===== config.mk =====
export PLATFORM = sky130hd
export DESIGN_NAME = m2_block_scheduler
export DESIGN_NICKNAME = d
export VERILOG_FILES = /design/src/rtl/m2_block_scheduler_pkg.sv /design/src/rtl/m2_block_counter.sv /design/src/rtl/m2_block_scheduler.sv
export SDC_FILE = /design/constraint.sdc
export NUM_CORES = 1
export LEC_CHECK = 0
export ABC_AREA = 0
export CAP_MARGIN = 10
export CELL_PAD_IN_SITES_DETAIL_PLACEMENT = 0
export CELL_PAD_IN_SITES_GLOBAL_PLACEMENT = 2
export CORE_MARGIN = 5
export CORE_UTILIZATION = 21
export DETAILED_ROUTE_END_ITERATION = 7
export PLACE_DENSITY_LB_ADDON = 0.1
export SYNTH_ARGS = -nofsm -noshare
export SYNTH_HDL_FRONTEND = slang
export SYNTH_SLANG_ARGS = --single-unit
export TNS_END_PERCENT = 5

===== constraint.sdc =====
create_clock -name Clock -period 2.3 [get_ports Clock]
set_input_delay 0.345 -clock Clock [delete_from_list [all_inputs] [get_ports Clock]]
set_output_delay 0.345 -clock Clock [all_outputs]
set_load 0.02 [all_outputs]

===== src/rtl/m2_block_scheduler_pkg.sv =====
// Shared constants for the M2 block scheduler: FSM state codes, plane codes,
// default block-grid dimensions and a helper giving the last column of a plane.
// No ports; imported by m2_block_scheduler and m2_block_counter.
package m2_block_scheduler_pkg;

  // Default block grid: 320x240 Y plane and 160x240 U/V planes in 8x8 blocks.
  localparam int Y_COLS_DEF   = 40;
  localparam int UV_COLS_DEF  = 20;
  localparam int BLK_ROWS_DEF = 30;

  typedef logic [2:0] state_t;

  localparam state_t S_IDLE     = 3'd0;
  localparam state_t S_LI_FETCH = 3'd1;
  localparam state_t S_LI_CT    = 3'd2;
  localparam state_t S_MEGA_A   = 3'd3;
  localparam state_t S_MEGA_B   = 3'd4;
  localparam state_t S_LO_CS    = 3'd5;
  localparam state_t S_LO_WRITE = 3'd6;

  localparam logic [1:0] PLANE_Y = 2'd0;
  localparam logic [1:0] PLANE_U = 2'd1;
  localparam logic [1:0] PLANE_V = 2'd2;

  // Index of the last block column in the given plane.
  function automatic logic [5:0] col_last(input logic [1:0] plane,
                                          input int        y_cols,
                                          input int        uv_cols);
    return (plane == PLANE_Y) ? 6'(y_cols - 1) : 6'(uv_cols - 1);
  endfunction

endpackage


===== src/rtl/m2_block_counter.sv =====
// Block position counter: walks (plane,row,col) in Y,U,V order, row-major,
// and flags the final block of the V plane.
// Ports: Clock/resetn, clear_i (back to Y 0,0), adv_i (step one block),
// plane_o/row_o/col_o current position, last_o high on the last block.
module m2_block_counter
  import m2_block_scheduler_pkg::*;
#(
  parameter int Y_COLS   = Y_COLS_DEF,
  parameter int UV_COLS  = UV_COLS_DEF,
  parameter int BLK_ROWS = BLK_ROWS_DEF
) (
  input  logic       Clock,
  input  logic       resetn,
  input  logic       clear_i,
  input  logic       adv_i,
  output logic [1:0] plane_o,
  output logic [5:0] row_o,
  output logic [5:0] col_o,
  output logic       last_o
);

  logic [1:0] plane_q, plane_d;
  logic [5:0] row_q, row_d;
  logic [5:0] col_q, col_d;
  logic [5:0] col_max;
  logic [5:0] row_max;

  always_comb begin
    col_max = col_last(plane_q, Y_COLS, UV_COLS);
    row_max = 6'(BLK_ROWS - 1);
    plane_d = plane_q;
    row_d   = row_q;
    col_d   = col_q;
    if (clear_i) begin
      plane_d = PLANE_Y;
      row_d   = '0;
      col_d   = '0;
    end else if (adv_i) begin
      if (col_q != col_max) begin
        col_d = col_q + 6'd1;
      end else begin
        col_d = '0;
        if (row_q != row_max) begin
          row_d = row_q + 6'd1;
        end else begin
          row_d   = '0;
          plane_d = (plane_q == PLANE_V) ? PLANE_Y : plane_q + 2'd1;
        end
      end
    end
  end

  always_ff @(posedge Clock or negedge resetn) begin
    if (!resetn) begin
      plane_q <= PLANE_Y;
      row_q   <= '0;
      col_q   <= '0;
    end else begin
      plane_q <= plane_d;
      row_q   <= row_d;
      col_q   <= col_d;
    end
  end

  assign plane_o = plane_q;
  assign row_o   = row_q;
  assign col_o   = col_q;
  assign last_o  = (plane_q == PLANE_V) && (row_q == row_max) && (col_q == col_max);

endmodule


===== src/rtl/m2_block_scheduler.sv =====
// Pipelined block scheduler: overlaps fetch(k+1)/CS(k) and CT(k+1)/write(k)
// across all Y,U,V blocks, then drains the last block and pulses done.
// Ports: start/done frame handshake; *_start pulses and *_done pulses per unit;
// fetch/write block coordinates and plane; fetch/write SRAM requests muxed onto sram_*.
module m2_block_scheduler
  import m2_block_scheduler_pkg::*;
#(
  parameter int Y_COLS   = Y_COLS_DEF,
  parameter int UV_COLS  = UV_COLS_DEF,
  parameter int BLK_ROWS = BLK_ROWS_DEF
) (
  input  logic        Clock,
  input  logic        resetn,
  input  logic        start,
  output logic        done,
  output logic        fetch_start,
  output logic        ct_start,
  output logic        cs_start,
  output logic        write_start,
  input  logic        fetch_done,
  input  logic        ct_done,
  input  logic        cs_done,
  input  logic        write_done,
  output logic [5:0]  fetch_block_row,
  output logic [5:0]  fetch_block_col,
  output logic [5:0]  write_block_row,
  output logic [5:0]  write_block_col,
  output logic [1:0]  fetch_plane,
  output logic [1:0]  write_plane,
  input  logic [17:0] fetch_sram_address,
  input  logic        fetch_sram_we_n,
  input  logic [15:0] fetch_sram_wdata,
  input  logic [17:0] write_sram_address,
  input  logic        write_sram_we_n,
  input  logic [15:0] write_sram_wdata,
  output logic [17:0] sram_address,
  output logic        sram_we_n,
  output logic [15:0] sram_wdata
);

  state_t state_q, state_d;
  logic   fetch_start_q, fetch_start_d;
  logic   ct_start_q, ct_start_d;
  logic   cs_start_q, cs_start_d;
  logic   write_start_q, write_start_d;
  logic   done_q, done_d;
  // seen_a: cs_done (MEGA_A) / ct_done (MEGA_B); seen_b: fetch_done / write_done.
  logic   seen_a_q, seen_a_d;
  logic   seen_b_q, seen_b_d;
  logic   hit_a, hit_b;
  logic   cnt_clear, fcnt_adv, wcnt_adv;
  logic   fcnt_last, wcnt_last;

  // Fetch counter runs one block ahead of the write counter (k+1 vs k).
  m2_block_counter #(.Y_COLS(Y_COLS), .UV_COLS(UV_COLS), .BLK_ROWS(BLK_ROWS)) u_fetch_cnt (
    .Clock   (Clock),
    .resetn  (resetn),
    .clear_i (cnt_clear),
    .adv_i   (fcnt_adv),
    .plane_o (fetch_plane),
    .row_o   (fetch_block_row),
    .col_o   (fetch_block_col),
    .last_o  (fcnt_last)
  );

  m2_block_counter #(.Y_COLS(Y_COLS), .UV_COLS(UV_COLS), .BLK_ROWS(BLK_ROWS)) u_write_cnt (
    .Clock   (Clock),
    .resetn  (resetn),
    .clear_i (cnt_clear),
    .adv_i   (wcnt_adv),
    .plane_o (write_plane),
    .row_o   (write_block_row),
    .col_o   (write_block_col),
    .last_o  (wcnt_last)
  );

  always_comb begin
    state_d       = state_q;
    fetch_start_d = 1'b0;
    ct_start_d    = 1'b0;
    cs_start_d    = 1'b0;
    write_start_d = 1'b0;
    done_d        = 1'b0;
    seen_a_d      = seen_a_q;
    seen_b_d      = seen_b_q;
    hit_a         = 1'b0;
    hit_b         = 1'b0;
    cnt_clear     = 1'b0;
    fcnt_adv      = 1'b0;
    wcnt_adv      = 1'b0;

    case (state_q)
      S_IDLE: begin
        if (start) begin
          state_d       = S_LI_FETCH;
          fetch_start_d = 1'b1;
          cnt_clear     = 1'b1;
          seen_a_d      = 1'b0;
          seen_b_d      = 1'b0;
        end
      end
      S_LI_FETCH: begin
        if (fetch_done) begin
          state_d    = S_LI_CT;
          ct_start_d = 1'b1;
        end
      end
      S_LI_CT: begin
        if (ct_done) begin
          cs_start_d = 1'b1;
          // Write counter still sits on block 0: last here means a one-block frame.
          if (wcnt_last) begin
            state_d = S_LO_CS;
          end else begin
            state_d       = S_MEGA_A;
            fetch_start_d = 1'b1;
            fcnt_adv      = 1'b1;
          end
        end
      end
      S_MEGA_A: begin
        hit_a = seen_a_q | cs_done;
        hit_b = seen_b_q | fetch_done;
        if (hit_a && hit_b) begin
          state_d       = S_MEGA_B;
          ct_start_d    = 1'b1;
          write_start_d = 1'b1;
          seen_a_d      = 1'b0;
          seen_b_d      = 1'b0;
        end else begin
          seen_a_d = hit_a;
          seen_b_d = hit_b;
        end
      end
      S_MEGA_B: begin
        hit_a = seen_a_q | ct_done;
        hit_b = seen_b_q | write_done;
        if (hit_a && hit_b) begin
          seen_a_d   = 1'b0;
          seen_b_d   = 1'b0;
          wcnt_adv   = 1'b1;
          cs_start_d = 1'b1;
          // The new k equals the fetch position; if that was the last block,
          // nothing remains to fetch and the pipeline drains.
          if (fcnt_last) begin
            state_d = S_LO_CS;
          end else begin
            state_d       = S_MEGA_A;
            fetch_start_d = 1'b1;
            fcnt_adv      = 1'b1;
          end
        end else begin
          seen_a_d = hit_a;
          seen_b_d = hit_b;
        end
      end
      S_LO_CS: begin
        if (cs_done) begin
          state_d       = S_LO_WRITE;
          write_start_d = 1'b1;
        end
      end
      S_LO_WRITE: begin
        if (write_done) begin
          state_d = S_IDLE;
          done_d  = 1'b1;
        end
      end
      default: state_d = S_IDLE;
    endcase
  end

  always_ff @(posedge Clock or negedge resetn) begin
    if (!resetn) begin
      state_q       <= S_IDLE;
      fetch_start_q <= 1'b0;
      ct_start_q    <= 1'b0;
      cs_start_q    <= 1'b0;
      write_start_q <= 1'b0;
      done_q        <= 1'b0;
      seen_a_q      <= 1'b0;
      seen_b_q      <= 1'b0;
    end else begin
      state_q       <= state_d;
      fetch_start_q <= fetch_start_d;
      ct_start_q    <= ct_start_d;
      cs_start_q    <= cs_start_d;
      write_start_q <= write_start_d;
      done_q        <= done_d;
      seen_a_q      <= seen_a_d;
      seen_b_q      <= seen_b_d;
    end
  end

  assign fetch_start = fetch_start_q;
  assign ct_start    = ct_start_q;
  assign cs_start    = cs_start_q;
  assign write_start = write_start_q;
  assign done        = done_q;

  // SRAM ownership follows the phase, so fetch and write can never collide.
  always_comb begin
    sram_address = '0;
    sram_we_n    = 1'b1;
    sram_wdata   = '0;
    case (state_q)
      S_LI_FETCH, S_MEGA_A: begin
        sram_address = fetch_sram_address;
        sram_we_n    = fetch_sram_we_n;
        sram_wdata   = fetch_sram_wdata;
      end
      S_MEGA_B, S_LO_WRITE: begin
        sram_address = write_sram_address;
        sram_we_n    = write_sram_we_n;
        sram_wdata   = write_sram_wdata;
      end
      default: ;
    endcase
  end

endmodule

After elaboration in Yosys (flattened, before gate mapping):

Index checks and enable logic that the tools add are counted.
W data, S select, Z words.

* bits in writable memories: 0
* latch bits: 0
* output and inout port bits: 68
* word-level logic and storage cells: 136
* memories: 0
* input bits: 77
* register bits: 38
* bits in read-only memories: 0

* equal/unequal tests: 27
* add/subtract/negate cells: 6
* multiplexer cells: 65
* reduce and logical (&&, ||, !) cells: 20
* bitwise logic cells: 4
* $mul: 0
* divide/modulo/power cells: 0
* shift operators: 0
* magnitude comparators: 0

Operators by type and width (number)
* $mux W6: 16
* $pmux W18 S2: 1
* $pmux W16 S2: 1
* $mux W3: 9
* $add A6 B1 Y6 const B: 4
* $ne A2 B2 Y1 const B: 11
* $pmux W3 S7: 1
* $mux W2: 10
* $mux W1: 19
* $eq A6 B5 Y1 const B: 2
* $eq A6 B6 Y1: 2
* $ne A6 B5 Y1 const B: 2
* $ne A6 B6 Y1: 2
* $pmux W1 S2: 5
* $eq A3 B3 Y1 const B: 3
* $pmux W1 S3: 3
* $reduce_and A7 Y1: 1
* $eq A3 B2 Y1 const B: 2
* $logic_and A1 B1 Y1: 6
* $reduce_and A2 Y1: 3
* $reduce_and A3 Y1: 2
* $add A2 B1 Y2 const B: 2
* $eq A2 B2 Y1 const B: 2
* $logic_not A2 Y1: 2
* other kinds (6): 11

Depth between registers and ports, before layout:

Gate-level depths: netlist of the first run.

* depth in word-level cells: 9
* depth in mapped cells: 9
* depth with buffers taken out: 8

Cells and area by module:

A second synthesis of the first run with hierarchy kept.

* cell total of the unflattened synthesis: 287
* area total of the unflattened synthesis: 2688.8 um2

By module, submodules not included
* m2_block_scheduler: area each 993.5 um2, times used 1, cells each 114, sequential area each 250.2 um2
* m2_block_counter (u_write_cnt): area each 860.8 um2, times used 1, cells each 92, sequential area each 350.3 um2
* m2_block_counter (u_fetch_cnt): area each 834.6 um2, times used 1, cells each 81, sequential area each 350.3 um2

Worst setup path after synthesis of the first run:

OpenSTA, ideal clock, no wires.

* path type: register to register
* start point: register u_write_cnt.col_q[2], in the netlist u_write_cnt.col_o[2]
* end point: register u_fetch_cnt.plane_q[0], in the netlist u_fetch_cnt.plane_o[0]
* arrival time: 1.954 ns
* setup slack: 0.225 ns
* period minus slack after synthesis: 2.075 ns
* cell stages (with the launch flop): 8
* library setup time: 0.121 ns
* data required time: 2.179 ns
* buffers on the path: 1
* cell sequence: dfrtp_1 or3b_1 nor4_4 o22ai_2 a21oi_2 buf_4 nor3_2 a22o_1

* longest elaborated chain between the ends: 7

Ends and longest elaborated chain
* start, declared: RTL line m2_block_counter.sv:24 `logic [5:0] col_q, col_d;`
* start signal, assigned: RTL line m2_block_counter.sv:61 `col_q <= col_d;`
* $eq A6 B6 Y1: RTL line m2_block_counter.sv:68 `assign last_o = (plane_q == PLANE_V) && (row_q == row_max) && (col_q == col_max);`
* $logic_and A1 B1 Y1: RTL line m2_block_counter.sv:68
* $mux W1: RTL line m2_block_scheduler.sv:112 `if (wcnt_last) begin`
* $mux W1: RTL line m2_block_scheduler.sv:109 `if (ct_done) begin`
* $pmux W1 S2: RTL line m2_block_scheduler.sv:92 `case (state_q)`
* $reduce_bool A2 Y1 (no line)
* $reduce_and A3 Y1 (no line)
* end signal, assigned: RTL line m2_block_counter.sv:59 `plane_q <= plane_d;`
* end, declared: RTL line m2_block_counter.sv:22 `logic [1:0] plane_q, plane_d;`

No other way between the ends.
A chain may end at the register's enable or synchronous reset.

Final worst setup path of the first run:

* start point: register state_q[2]
* end point: output sram_we_n

* longest elaborated chain between the ends: 3
* elaborated cells on any way between the ends: 7
* those cells by class: eq/ne (4); mux (1); reduce/logical (2)

Ends and longest elaborated chain
* start, declared: RTL line m2_block_scheduler.sv:41 `state_t state_q, state_d;`
* start signal, assigned: RTL line m2_block_scheduler.sv:184 `state_q <= state_d;`
* $eq A3 B3 Y1 (tied with other cells): RTL line m2_block_scheduler.sv:206 `case (state_q)`
* $reduce_or A2 Y1: RTL line m2_block_scheduler.sv:206
* $pmux W1 S2 *: RTL line m2_block_scheduler.sv:206
* end, declared: RTL line m2_block_scheduler.sv:37 `output logic sram_we_n,`

Every way passes the cells marked *; elsewhere a longest branch is shown, timed or not.

==> results of run 1 <==
-- metrics by stage --
stage               instance area (um^2)  std cells  hold slack [ns]
finish                              4700        641           0.0751
global route                        4700        641            0.128
global placement                    4540        633            0.397
detailed placement                  4540        633            0.399
CTS                                 4660        641           0.0960
floorplan                           2610        294           0.0494
-- flip-flops by register name, summed over array words and instances, names as in the netlist, 2 cells and up --
register,count
u_write_cnt.col_o,6
u_fetch_cnt.plane_o,2
u_fetch_cnt.col_o,6
state_q,3
u_fetch_cnt.row_o,6
u_write_cnt.row_o,6
u_write_cnt.plane_o,2
-- power by group --
group | internal (uW) | switching (uW) | leakage, uW
sequential | 854 | 196 | 0.000495
combinational | 1410 | 1590 | 0.00162
clock | 430 | 287 | 0.0000729
total | 2700 | 2070 | 0.00219
-- kinds of logic after synthesis --
| family | count (synthesis) | share of synthesized area |
|---|---|---|
| DFF | 38 | 0.365 |
| xor gates and xnor gates | 1 | 0.00336 |
| adders and majority gates | 6 | 0.0288 |
| buffers and inverters | 29 | 0.0489 |
| and+or+nand+nor | 106 | 0.220 |
| AOI/OAI and AO/OA | 109 | 0.314 |
| muxes | 5 | 0.0202 |
-- area by class of cell --
class	count	area (um^2)
clock buffers	6	139
clock inverters	2	12.5
fillers	1288	7410
inverters	11	41.3
multi-input cells	227	1560
flip-flops and latches	38	952
well taps	168	210
repair buffers	189	1790
-- critical path: stages (launching register included) --
cell             delay (ns)
dfrtp_1                0.42
nor2b_2                0.19
buf_12                 0.17
a21oi_1                0.15
clkdlybuf4s50_1        0.64
-- placed cells by master (no fill, tap or decap), types with 4 or more instances in the layout --
| master | Yosys | layout |
|---|---|---|
| dlymetal6s2s_1 | 0 | 10 |
| o31ai_1 | 5 | 5 |
| a21oi_1 | 10 | 10 |
| buf_4 | 1 | 43 |
| nand2b_1 | 7 | 7 |
| inv_1 | 11 | 11 |
| dlygate4sd2_1 | 0 | 24 |
| nand3_1 | 9 | 9 |
| or3_1 | 4 | 4 |
| clkdlybuf4s50_1 | 0 | 109 |
| o21ai_0 | 23 | 23 |
| nor3_1 | 6 | 6 |
| nor2_1 | 25 | 24 |
| clkbuf_16 | 0 | 5 |
| o21ai_1 | 5 | 5 |
| dfrtp_1 | 38 | 37 |
| a22o_1 | 36 | 36 |
| nand2_1 | 25 | 25 |
| ha_1 | 6 | 6 |
-- per-layer routing --
| metal | up-vias | share of wire |
|---|---|---|
| li1 | 1462 | - |
| met1 | 1349 | 0.41 |
| met2 | 104 | 0.49 |
| met3 | 2 | 0.096 |
| met4 | 0 | 0.0058 |
| met5 | - | 0 |
-- what timing repair did --
item,CTS,global route
setup endpoints to repair,34,17
pin swaps,0,1
resized for setup,25,12
hold buffers,0,0
-- worst max path at each step --
stage	to	slack, ns	depth (start not counted)
6_report	sram_we_n	0.10	4
5_1_grt	u_fetch_cnt.col_o[5]	0.03	10
4_1_cts	sram_wdata[12]	0.007	5
3_3_place_gp	u_write_cnt.row_o[4]	0.05	7
3_5_place_dp	u_fetch_cnt.row_o[4]	0.04	7
2_1_floorplan	u_fetch_cnt.plane_o[0]	0.22	7
==> reports/metrics.cfg, run 1 <==
[sta]
rsz0062_at_grt = no
hold_viol_final = 0
worst_pin_slew_ns = 0.757
fin_crit_ns = 2.20
finalCritPeriodShare = 0.954
fmax_mhz = 456
setup_viol = 0
report.final.slew_viol_count = 0
setup_tns_ns = 0
worst_slack_ns = 0.105
slew_headroom = 0.490
fin_skew_ns = 0.00280

[clocking]
root_buffer = clkbuf_16
worstSkewPairLatency_ns = 0.28
cts.sinks = 38
postCtsSetupRepairBufs = 0
htreeDepth = 2
clk_pin_slew_ns = 0.06
cts_tree = done
cts.path.max_buffers = 2
cts_buffers = 5

[power_and_ir_drop]
ir_worst_vdd_uv = 289
p_per_area_mw_per_mm2 = 1010
p_leak_uw = 0.00219
power_uw = 4770

[logic_synthesis]
synth.top_cell.area_share = 0.365
ys_top_cells_by_count = dfrtp_1 (38), a22o_1 (36), nand2_1 (25), nor2_1 (25), o21ai_0 (23)
synth_seq_cells = 38
seq_area_frac_synth = 0.365
yosys_warnings = 0
synthArstFlopShare = 1.00
synth_enable_flop_cells = 0
avgSynthCellArea_um2 = 8.87
syn-cell-area_mm2 = 0.00261
synth.area.top_cells = dfrtp_1 (36%), a22o_1 (12%), o21ai_0 (4.4%), nand2_1 (3.6%), nor2_1 (3.6%)
synth_flop_cell = dfrtp_1
yosysMostFrequentCell = dfrtp_1
synth.net_count = 377
synth_top_cell_by_area = dfrtp_1
yosysUniqueCellTypes = 61
synth_cells = 294

[critical_path]
worstPathArrival_ns = 1.85
cp_max_fo = 36
endpoint_kind = output port
cp.required_ns = 1.96
r2r-end = u_fetch_cnt.plane_o[0]
r2r_slack_ns = 0.21
crit_start = state_q[2]
critPathLaunchType = register
crit_type = register to output port
timing.rr.start = u_write_cnt.col_o[2]
worst-r2r-cell-count = 7

[floorplan]
io_pins = 145
die_h_um = 121
die_x_um = 121
start_util = 0.215
core_area_mm2 = 0.0121
row_count = 40
die_area_mm2 = 0.0147

[route]
route.detailed.drc = 0
avgViaCountPerCell = 4.55
vias = 2917
drt-total-wl_um = 9560
firstDrtPassIters = 4
drtAntennaViolNets = 0
initialDrtViolationCount = 121
post_drt_wl_per_cell_um = 14.9

[final_layout]
fin_nets = 555
final_util = 0.388
syn_to_final_growth_pct = 80.4
diodes = 0
drive_above_1_share = 0.161

[placement]
pre_cts_slack_ns = 0.0401
globalplace.congestion = 0.727
place_hpwl_um = 7860
port-buffer-count = 144

[job]
max-cap-violations = 0

[global_route]
grt_pass1_vias = 3097
antenna_found_initial = 0
met3_usage = 0.0559
grt_max_degree = 37
grt-busiest-layer = met2
groute.usage.overall = 0.130
met2_usage = 0.219
use_met1 = 0.154
grt_overflow = 0
grt_pass1_wl_um = 15600

[worst_hold_path]
hold_class = primary input to async pin

[status]
run_status = completed

Power figures use the tool's default switching activity.
==> run 2: changes to the inputs <==
- SKIP_CTS_REPAIR_TIMING: not set -> 1
==> run 2 against run 1 <==
Clock skew rose by 0.00061 ns. Register-to-register slack barely moved. Cell area rose by 2.1%. Worst hold slack barely moved. Critical endpoint unchanged. Largest power group unchanged. Highest routed layer unchanged.
==> reports/metrics.cfg, run 2 (same netlist as run 1, synthesis figures left out) <==
[status]
run_status = completed

[clocking]
cts_buffers = 5
cts.sinks = 38
worstSkewPairLatency_ns = 0.28
clk_pin_slew_ns = 0.06
htreeDepth = 2
cts_tree = done
cts.path.max_buffers = 2
root_buffer = clkbuf_16

[critical_path]
critPathBufInv = 2
cpMaxStageDelayCell = clkdlybuf4s50_1
worstPathArrival_ns = 1.86
endpoint_kind = output port
path_cells = nor2b_2 -> buf_12 -> a21oi_1 -> clkdlybuf4s50_1
slowest_delay_ns = 0.64
critPathLaunchType = register
cp.required_ns = 1.96
cp_max_fo = 36
critical_path.top_delay_family = buffers and inverters
crit_type = register to output port

[sta]
hold-worst-slack_ns = 0.0749
fin_skew_ns = 0.00342
fmax_mhz = 453
fin_crit_ns = 2.21
setup_tns_ns = 0
rsz0062_at_grt = no
slew_headroom = 0.490
finalCritPeriodShare = 0.960
setup_viol = 0
hold_viol_final = 0
report.final.slew_viol_count = 0
worst_pin_slew_ns = 0.757

[placement]
place_hpwl_um = 7860
place_area_mm2 = 0.00454
port-buffer-count = 144
globalplace.congestion = 0.727
place_inst = 633

[worst_hold_path]
hold_class = primary input to async pin

[power_and_ir_drop]
p_leak_uw = 0.00246
p_per_area_mw_per_mm2 = 1010
ir_worst_vdd_uv = 313

[global_route]
grt_pass1_wl_um = 15600
grt_max_degree = 37
grt_overflow = 0
grt_pass1_vias = 3098
groute.usage.overall = 0.130
antenna_found_initial = 0

[final_layout]
diodes = 0
mostFrequentLayoutCells = clkdlybuf4s50_1 (109), buf_4 (42), a22o_1 (36), dfrtp_1 (36), dlymetal6s2s_1 (34)
syn_to_final_growth_pct = 84.3
layoutNonFillerInstCount = 641
stdcell_area_mm2 = 0.00480
fin_nets = 555
drive_above_1_share = 0.163
final_util = 0.397
final_common_cell = clkdlybuf4s50_1

[route]
firstDrtPassIters = 4
initialDrtViolationCount = 109
drt-total-wl_um = 9620
drtAntennaViolNets = 0
route.detailed.drc = 0
vias = 2949
avgViaCountPerCell = 4.60
post_drt_wl_per_cell_um = 15.0

[floorplan]
die_h_um = 121
start_util = 0.215
core_area_mm2 = 0.0121
row_count = 40
die_area_mm2 = 0.0147
die_x_um = 121
io_pins = 145

[job]
max-cap-violations = 0

## run 2: final timing paths
kind,startpoint,endpoint,slack [ns],depth (start not counted)
max in group asynchronous,resetn,state_q[0],1.65,2
hold / removal,resetn,u_fetch_cnt.row_o[0],0.07,1
min in group Clock,u_fetch_cnt.col_o[1],u_fetch_cnt.col_o[1],0.55,2
setup reg to reg,u_write_cnt.col_o[2],u_fetch_cnt.plane_o[0],0.21,7
setup / recovery,state_q[2],sram_we_n,0.09,4
hold reg to reg,u_fetch_cnt.col_o[1],u_fetch_cnt.col_o[1],0.55,2
## run 2: metrics by stage
stage          total power (uW)  setup slack, ns
3_5_place_dp               4260           0.0401
5_1_grt                    5260           0.0280
2_1_floorplan              2740            0.225
3_3_place_gp               4280           0.0520
4_1_cts                    5000           -0.164
6_report                   4870           0.0913
## run 2: power breakdown
group	leakage [uW]	switching, uW	internal (uW)
Combinational	0.00189	1590	1510
Clock	0.0000729	286	430
Sequential	0.000494	199	855
## run 2: routing by layer
metal,global-route usage,vias up,share of wire
li1,-,1466,-
met1,0.154,1377,0.41
met2,0.219,104,0.49
met3,0.0559,2,0.093
met4,0.0287,0,0.0057
met5,0,-,0
## run 2: cell type report
class	count	area [um^2]
fillers	1270	7310
repair buffers	189	1890
multi-input cells	227	1560
flip-flops and latches	38	953
well taps	168	210
clock buffers	6	139
inverters	11	41.3
clock inverters	2	12.5
## run 2: worst register-to-register path, cell delays in order (launching register included)
cell and delay, ns:
dfrtp_1 0.38, or3b_1 0.43, nor4_4 0.29, o22ai_2 0.13
a21oi_2 0.29, buf_4 0.18, nor3_2 0.04, a22o_1 0.23
